--- config.mk ---
export PLATFORM = sky130hd
export DESIGN_NAME = control_sequencer
export DESIGN_NICKNAME = d
export VERILOG_FILES = /design/src/rtl/control_sequencer.sv
export SDC_FILE = /design/constraint.sdc
export NUM_CORES = 1
export LEC_CHECK = 0
export CORE_ASPECT_RATIO = 0.7
export CORE_MARGIN = 5
export CORE_UTILIZATION = 43
export CTS_CLUSTER_DIAMETER = 200
export DETAILED_ROUTE_END_ITERATION = 8
export GPL_TIMING_DRIVEN = 0
export MAX_ROUTING_LAYER = met4
export PLACE_DENSITY = 0.79
export SLEW_MARGIN = 30
export SYNTH_ARGS = -nofsm -noshare
export SYNTH_HDL_FRONTEND = slang
export SYNTH_SLANG_ARGS = --single-unit
--- constraint.sdc ---
create_clock -name Clock -period 1.7 [get_ports Clock]
set_clock_uncertainty 0.15 [all_clocks]
set_input_delay 0.34 -clock Clock [delete_from_list [all_inputs] [get_ports Clock]]
set_output_delay 0.34 -clock Clock [all_outputs]
set_load 0.1 [all_outputs]
--- src/rtl/control_sequencer.sv ---
// Multi-cycle instruction sequencer: fetch (T0..T2), decode/execute (T3..T5), halt.
// Optional macro SEQ_MEMWAIT_EN stretches T1 until MemReady is seen.
module control_sequencer #(
  parameter int NUM_REGS   = 16,
  parameter int ALU_CTRL_W = 5
) (
  input  logic                  Clock,
  input  logic                  Clear,
  input  logic                  Run,
  input  logic [31:0]           IR,
  input  logic                  MemReady,
  output logic                  PCout,
  output logic                  MARin,
  output logic                  Zin,
  output logic                  ZLOout,
  output logic                  PCin,
  output logic                  IncrementPC,
  output logic                  Read,
  output logic                  MDRin,
  output logic                  MDRout,
  output logic                  IRin,
  output logic                  Yin,
  output logic [NUM_REGS-1:0]   Rout,
  output logic [NUM_REGS-1:0]   Rin,
  output logic [ALU_CTRL_W-1:0] ALUControl,
  output logic                  Busy,
  output logic                  Done,
  output logic                  Halted,
  output logic [2:0]            Step
);

  typedef enum logic [2:0] {
    S_IDLE = 3'd0, S_T0 = 3'd1, S_T1 = 3'd2, S_T2 = 3'd3,
    S_T3   = 3'd4, S_T4 = 3'd5, S_T5 = 3'd6, S_HALT = 3'd7
  } state_e;

  typedef struct packed {
    logic pc_out, mar_in, z_in, zlo_out, pc_in, inc_pc, read, mdr_in, mdr_out, ir_in, y_in;
  } ctrl_t;

  localparam logic [4:0] OP_HALT = 5'b11111;
  localparam logic [4:0] OP_NOP  = 5'b11110;

  state_e                  state_q, state_d;
  logic [4:0]              opc_q, opc_d;
  logic [3:0]              ra_q, ra_d, rb_q, rb_d, rc_q, rc_d;
  ctrl_t                   ctrl_q, ctrl_d;
  logic [NUM_REGS-1:0]     rout_q, rout_d, rin_q, rin_d;
  logic [ALU_CTRL_W-1:0]   alu_q, alu_d;
  logic                    busy_q, busy_d, done_q, done_d, halted_q, halted_d;
  logic                    t1_exit;
  logic                    special_op;
  logic                    unused_inputs;

`ifdef SEQ_MEMWAIT_EN
  assign t1_exit = MemReady;
`else
  assign t1_exit = 1'b1;
`endif

  assign unused_inputs = ^{IR[14:0], MemReady};

  function automatic logic [NUM_REGS-1:0] reg_sel(input logic [3:0] idx);
    reg_sel = '0;
    for (int i = 0; i < NUM_REGS; i++) begin
      if (int'(idx) == i) reg_sel[i] = 1'b1;
    end
  endfunction

  // IR is loaded during T2, so its fields are captured on entry to T3 and
  // every decode-dependent control in T3..T5 comes straight from flops.
  always_comb begin
    opc_d = opc_q;
    ra_d  = ra_q;
    rb_d  = rb_q;
    rc_d  = rc_q;
    if (state_q == S_T2) {opc_d, ra_d, rb_d, rc_d} = IR[31:15];
  end

  assign special_op = (opc_d == OP_HALT) || (opc_d == OP_NOP);

  always_comb begin
    state_d = state_q;
    case (state_q)
      S_IDLE:  if (Run) state_d = S_T0;
      S_T0:    state_d = S_T1;
      S_T1:    if (t1_exit) state_d = S_T2;
      S_T2:    state_d = S_T3;
      S_T3: begin
        if (opc_q == OP_HALT)     state_d = S_HALT;
        else if (opc_q == OP_NOP) state_d = S_T5;
        else                      state_d = S_T4;
      end
      S_T4:    state_d = S_T5;
      S_T5:    state_d = Run ? S_T0 : S_IDLE;
      S_HALT:  state_d = S_HALT;
      default: state_d = S_IDLE;
    endcase
  end

  // Outputs are decoded from the next state and registered alongside it.
  always_comb begin
    ctrl_d   = '0;
    rout_d   = '0;
    rin_d    = '0;
    alu_d    = '0;
    done_d   = 1'b0;
    halted_d = (state_d == S_HALT);
    busy_d   = (state_d != S_IDLE) && (state_d != S_HALT);
    case (state_d)
      S_T0: begin
        ctrl_d.pc_out = 1'b1;
        ctrl_d.mar_in = 1'b1;
        ctrl_d.z_in   = 1'b1;
      end
      S_T1: begin
        ctrl_d.zlo_out = 1'b1;
        ctrl_d.pc_in   = 1'b1;
        ctrl_d.inc_pc  = 1'b1;
        ctrl_d.read    = 1'b1;
        ctrl_d.mdr_in  = 1'b1;
      end
      S_T2: begin
        ctrl_d.mdr_out = 1'b1;
        ctrl_d.ir_in   = 1'b1;
      end
      S_T3: begin
        if (!special_op) begin
          rout_d      = reg_sel(rb_d);
          ctrl_d.y_in = 1'b1;
        end
      end
      S_T4: begin
        rout_d      = reg_sel(rc_d);
        ctrl_d.z_in = 1'b1;
        alu_d       = ALU_CTRL_W'(opc_d);
      end
      S_T5: begin
        done_d = 1'b1;
        if (opc_d != OP_NOP) begin
          ctrl_d.zlo_out = 1'b1;
          rin_d          = reg_sel(ra_d);
        end
      end
      default: ;
    endcase
  end

  always_ff @(posedge Clock) begin
    if (Clear) begin
      state_q  <= S_IDLE;
      opc_q    <= '0;
      ra_q     <= '0;
      rb_q     <= '0;
      rc_q     <= '0;
      ctrl_q   <= '0;
      rout_q   <= '0;
      rin_q    <= '0;
      alu_q    <= '0;
      busy_q   <= 1'b0;
      done_q   <= 1'b0;
      halted_q <= 1'b0;
    end else begin
      state_q  <= state_d;
      opc_q    <= opc_d;
      ra_q     <= ra_d;
      rb_q     <= rb_d;
      rc_q     <= rc_d;
      ctrl_q   <= ctrl_d;
      rout_q   <= rout_d;
      rin_q    <= rin_d;
      alu_q    <= alu_d;
      busy_q   <= busy_d;
      done_q   <= done_d;
      halted_q <= halted_d;
    end
  end

  assign PCout       = ctrl_q.pc_out;
  assign MARin       = ctrl_q.mar_in;
  assign Zin         = ctrl_q.z_in;
  assign ZLOout      = ctrl_q.zlo_out;
  assign PCin        = ctrl_q.pc_in;
  assign IncrementPC = ctrl_q.inc_pc;
  assign Read        = ctrl_q.read;
  assign MDRin       = ctrl_q.mdr_in;
  assign MDRout      = ctrl_q.mdr_out;
  assign IRin        = ctrl_q.ir_in;
  assign Yin         = ctrl_q.y_in;
  assign Rout        = rout_q;
  assign Rin         = rin_q;
  assign ALUControl  = alu_q;
  assign Busy        = busy_q;
  assign Done        = done_q;
  assign Halted      = halted_q;
  assign Step        = state_q;

endmodule

-- Word level (Yosys, flattened, before mapping)
Cells that the tools add are included.
Widths: inputs -> output; s select.
- equality and inequality tests: 65
- mux-type cells: 67
- bitwise logic cells: 4
- reductions and logical operators: 11
- operators with widths (cell ; count):
    $eq 4x4->1 const B ; 24
    $mux 1 ; 53
    $eq 4x3->1 const B ; 12
    $pmux 16 s2 ; 1
    $eq 3x3->1 const B ; 8
    $eq 4x2->1 const B ; 6
    $pmux 3 s8 ; 1
    $eq 5x5->1 const B ; 4
    $mux 16 ; 1
    $mux 4 ; 4
    $eq 3x2->1 const B ; 4
    $eq 4x1->1 const B ; 3
    $logic_not 4->1 ; 3
    $mux 2 ; 4
    $eq 3x1->1 const B ; 2
    $reduce_or 2->1 ; 3
    $mux 5 ; 1
    $ne 5x5->1 const B ; 1
    $not 1->1 ; 4
    $logic_not 3->1 ; 1
    $mux 3 ; 1
    $ne 3x3->1 const B ; 1
    $reduce_bool 3->1 ; 1
    $reduce_or 3->1 ; 1
    3 further kinds ; 3
- register bits: 71
- input port bits: 36
- output and inout bits: 54
- word-level logic and storage cells: 169

-- Logic depth before layout (Yosys ltp)
- depth after elaboration: 7
- mapped depth: 7
- depth with buffers taken out: 4

-- Worst setup path before layout
OpenSTA, ideal clock, no wires.
- path type: flip-flop to flip-flop
- start: register state_q[1], in the netlist Step[1]
- end: register rin_q[1], in the netlist Rin[1]
- library setup time: 126 ps
- arrival: 2127 ps
- required time: 1424 ps
- path slack: -703 ps
- cell stages (with the launch flop): 8
- buffers on the path: 3
- clock period less this slack: 2403 ps
- cells stage by stage: dfxtp_1 > buf_2 > and3b_1 > buf_4 > buf_2 > nor3_1 > o21ai_0 > nor2_1
- word-level cells in the longest chain between the ends: 5
- elaborated cells on any way between the ends: 19
- classes of those cells: eq/ne: 10; mux: 5; bitwise: 2; reduce/logical: 2
- ends and longest elaborated chain (element ; line ; RTL):
    start: declaration ; 44 ; state_e state_q, state_d;
    start signal: assignment ; 164 ; state_q <= state_d;
    $eq 3x3->1, or another cell as far along ; 84 ; case (state_q)
    $pmux 3 s8 or $mux 5 (tied branches) ; 84, 77 ;
    $eq 3x3->1 or $ne 5x5->1 (tied branches) ; 110, 140 ;
    $not 1->1 (no line) ; n/a ;
    $reduce_or 3->1 (no line) ; n/a ;
    end signal: assignment ; 171 ; rin_q <= rin_d;
    end: declaration ; 48 ; logic [NUM_REGS-1:0] rout_q, rout_d, rin_q, rin_d;
Several ways; a longest one is shown, not always the timed one.
A chain may end at the register's enable or synchronous reset.

-- Final worst setup path
- start: register state_q[0], in the netlist Step[0]
- end: register rout_q[0], in the netlist Rout[0]
- word-level cells in the longest chain between the ends: 6
- elaborated cells on any way between the ends: 24
- classes of those cells: eq/ne: 11; mux: 9; reduce/logical: 4
- ends and longest elaborated chain (element ; line ; RTL):
    $eq 3x2->1 ; 77, 84 ;
    $mux 5 or $mux 4 (tied branches) ; 77 ; if (state_q == S_T2) {opc_d, ra_d, rb_d, rc_d} = IR[31:15];
    $eq 5x5->1 or $logic_not 4->1 (tied branches) ; 80, 66 ;
    $logic_or 1x1->1 or $mux 1 (tied branches) ; 80, 66 ;
    $mux 16 ; 128 ; if (!special_op) begin
    $pmux 16 s2 (*) ; 110 ; case (state_d)
    end signal: assignment ; 170 ; rout_q <= rout_d;
    end: declaration ; 48 ;
Mark *: on every way between the ends. The rest lies on a longest branch, timed or not.

==> summary.md <==
| Metric | Value |
|---|---|
| Status | `finished, violations left` |
| Failing checks | `setup timing` |
| IO buf count | `73` |
| Remaining DRCs | `0` |
| Switching fraction of total power | `0.3087` |
| Initial core utilization | `0.4455` |
| MaxCap Viol Count | `0` |
| CTS Buf Count | `9` |
| Switch Pwr | `0.0009709 W` |
| Hold Startpoint | `ra_q[1]` |
| Remaining global-route overflow | `0` |
| Starting DRT DRC Count | `233` |
| Synth Register Bits | `62` |
| Cells along the critical path | `buf_6, nand3b_1, buf_6, nor3_1, o21ai_2, o22ai_1` |
| CP peak stage delay | `0.36 ns` |
| CP max-delay cell | `dfxtp_4` |
| Power density over cell area | `917.3 nW/um^2` |
| Number of fill cells | `462` |
| Post-Syn Area per Cell | `9.022 sq um` |
| Slew at the pin closest to its max-slew limit | `0.5162 ns` |
| Placer Congestion | `0.8742` |
| Fmax | `0.5730 GHz` |
| CP most frequent cell | `buf_6` |
| Hold slack | `0.3409 ns` |
| Cell Count Post-Placement | `406` |
| CP Class | `flip-flop to flip-flop` |
| Layout Cells excl Fill | `431` |
| Routed wire length per instance | `15.94 um` |
| Number of global-route vias before repair | `2123` |
| First-pass GRT wire length | `10050 um` |
| Post-synth EDFFs | `0` |
| Lkg Pwr | `1.332 nW` |
| Setup ws final | `-0.04509 ns` |
| Initial antenna violation count | `0` |
| Slew Viols, Final | `0` |
| H-tree depth | `3` |
| Via-per-instance ratio | `5.378` |
| Detailed placer's ending HPWL | `4683 um` |
| Final worst-path cycle share | `1.027` |
| Area grow syn2layout | `45.59%` |
| Synth cell types | `37` |
| Slew headroom | `0.6593` |
| Final Cell Area | `3428 sq um` |
| Final-report hold violation count | `0` |
| Die Wd | `98.45 um` |
| Total GRT Usage | `0.1851` |
| Post-synthesis cell area | `2355 sq um` |
| Routed wire length | `6869 um` |
| Die area | `7080 sq um` |
| CP startpoint kind | `flip-flop` |
| Floorplan core area | `5285 sq um` |
| Final ANT Viol Nets | `0` |
| Final net count | `390` |
| Internal | `0.002174 W` |
| CTS Sinks | `62` |
| CP max FO | `7` |
| FFs w/ async S/R, synth | `0` |
| CTS root buf | `clkbuf_8` |
| Clk pwr share | `0.355` |
| Cells after synthesis | `261` |
| Minimum clock period | `1.745 ns` |
| Setup TNS | `-0.07677 ns` |
| Clock transition at the registers of the reported paths | `0.07 ns` |
| Part of the power in combinational logic | `0.168` |
| Largest net degree at the start of global routing | `13` |
| Final setup fails | `5` |
| RSZ-0062 raised after global routing | `yes` |
| CTS tree | `built` |
| Crit. Startpoint | `Step[0]` |
| CP Capture Type | `flip-flop` |
| Max Root-Sink Buffers | `2` |
| Worst path required time | `1.81 ns` |
| Max VDD drop | `0.5161 mV` |
| Vias post-DR | `2318` |
| Antenna cells | `0` |
| Ports | `90` |
| Yosys warning total | `0` |
| Worst r2r src | `Step[0]` |
| Die H | `71.92 um` |
| Layout cells sized above 1 | `0.3928` |
| Post-synth top flop | `dfxtp_1` |
| Row count | `22` |
| Crit path DAT | `1.86 ns` |
| Seq/Total Area, Yosys | `0.5271` |
| Syn Nets | `297` |
| Hold path cells | `2` |
| Placed cell areas | `3254 sq um` |
| Reg2reg path depth | `6` |
| Seq pwr share | `0.476` |
| 1st-pass router iterations | `4` |
| Clk_lat worst skew | `0.35 ns` |
| Post-CTS Hold Buffers | `0` |
| Worst min-delay path class | `flip-flop to flip-flop` |
critical path, delay by kind of cell, from the launching register on:
| family | cells | cell delay, ns |
|---|---|---|
| compound gates | 2 | 0.37 |
| buf+inv | 2 | 0.35 |
| flops | 1 | 0.36 |
| simple gates | 2 | 0.43 |
path summary, 6_finish.rpt:
check,slack [ns],endpoint
max reg2reg,-0.05,Rout[0]
min,0.34,ra_q[1]
min reg2reg,0.34,ra_q[1]
max,-0.05,Rout[0]
metal layers:
| metal | GRT usage | routed length, um | vias to the layer above |
|---|---|---|---|
| li1 | - | - | 1109 |
| met5 | - | 0 | - |
| met3 | 0.07589 | 632 | 14 |
| met4 | 0.09697 | 129 | 0 |
| met1 | 0.2177 | 2948 | 1087 |
| met2 | 0.2727 | 3159 | 108 |
power groups by stage:
stage                     clock network [W]  logic (W)  registers [W]
after floorplan                           0   0.000214        0.00167
after global placement                    0   0.000494        0.00153
after detailed placement                  0   0.000501        0.00153
after CTS                           0.00114   0.000484        0.00150
after global routing                0.00120   0.000553        0.00150
final                               0.00112   0.000529        0.00150
synth_stat cells, types with 2 or more instances:
cell type | instances | area (sq um)
o21ai_0 | 10 | 50.05
a31oi_1 | 6 | 37.54
or3_1 | 2 | 12.51
clkbuf_1 | 3 | 11.26
nor4_1 | 2 | 12.51
mux2i_1 | 4 | 40.04
nand3_1 | 6 | 30.03
and3_1 | 4 | 25.02
nand4_1 | 3 | 18.77
dfxtp_1 | 62 | 1241
o22ai_1 | 17 | 106.4
nor2b_1 | 3 | 18.77
nor3_1 | 15 | 75.07
nor3b_1 | 10 | 75.07
a21oi_1 | 13 | 65.06
a211oi_1 | 2 | 15.01
buf_4 | 8 | 60.06
nand2_1 | 21 | 78.83
buf_2 | 7 | 35.03
inv_1 | 8 | 30.03
nand3b_1 | 5 | 37.54
nor2_1 | 35 | 131.4
placed cells by master (no fill, tap or decap), types with 4 or more instances in the layout:
| cell type | Yosys | final |
|---|---|---|
| nand2_1 | 21 | 21 |
| nor3b_2 | 0 | 5 |
| clkbuf_8 | 0 | 9 |
| buf_2 | 7 | 48 |
| buf_6 | 0 | 6 |
| nand3b_1 | 5 | 5 |
| o22ai_1 | 17 | 10 |
| a31oi_2 | 0 | 4 |
| nand3_1 | 6 | 5 |
| o22ai_2 | 0 | 7 |
| and3_1 | 4 | 4 |
| nor3b_1 | 10 | 5 |
| inv_1 | 8 | 8 |
| nor2_1 | 35 | 33 |
| nor3_1 | 15 | 12 |
| a21oi_1 | 13 | 13 |
| dfxtp_1 | 62 | 56 |
| clkdlybuf4s18_2 | 0 | 4 |
| mux2i_1 | 4 | 4 |
| o21ai_2 | 0 | 7 |
| buf_4 | 8 | 19 |
| clkdlybuf4s50_1 | 0 | 18 |
stage by stage:
step	power [W]	util	setup WS (ns)
2_1_floorplan	0.001880	-	-0.08004
3_3_place_gp	0.002023	0.6158	-0.4584
3_5_place_dp	0.002031	0.6158	-0.4675
4_1_cts	0.003124	0.6276	0.00004619
5_1_grt	0.003256	0.6487	-0.1220
6_report	0.003145	0.6487	-0.04509
registers in the layout (all words and copies together), names as in the netlist:
signal	cells
Rin	16
Rout	16
ALUControl	5
opc_q	5
ra_q	4
rc_q	4
Step	3
Busy	1
Done	1
Halted	1
MDRout	1
PCin	1
PCout	1
Yin	1
ZLOout	1
Zin	1
area by class of cell:
class,count,area (sq um),share of cell area
buffer,18,148.9,0.04343
clock buffer,9,123.9,0.03613
clock inverter,7,51.30,0.01496
inverter,8,30.03,0.008759
multi-input combinational,172,1166,0.3401
sequential,62,1256,0.3664
tap,72,90.09,0.02628
timing repair buffer,83,561.8,0.1639
cells by family after synthesis:
kind of cell	synth area share
AO/OA/AOI/OAI	0.1498
XOR/XNOR	0.003720
buffers and inverters	0.05951
flip-flops	0.5271
multiplexers	0.01700
AND/OR/NAND/NOR	0.2428
repair_timing:
action	4_1_cts	5_1_grt
endpoints found under the setup margin	76	61
pin swaps	2	7
setup buffers	1	8
gates resized for setup	242	66
gates cloned	0	1
Power figures use the tool's default switching activity.
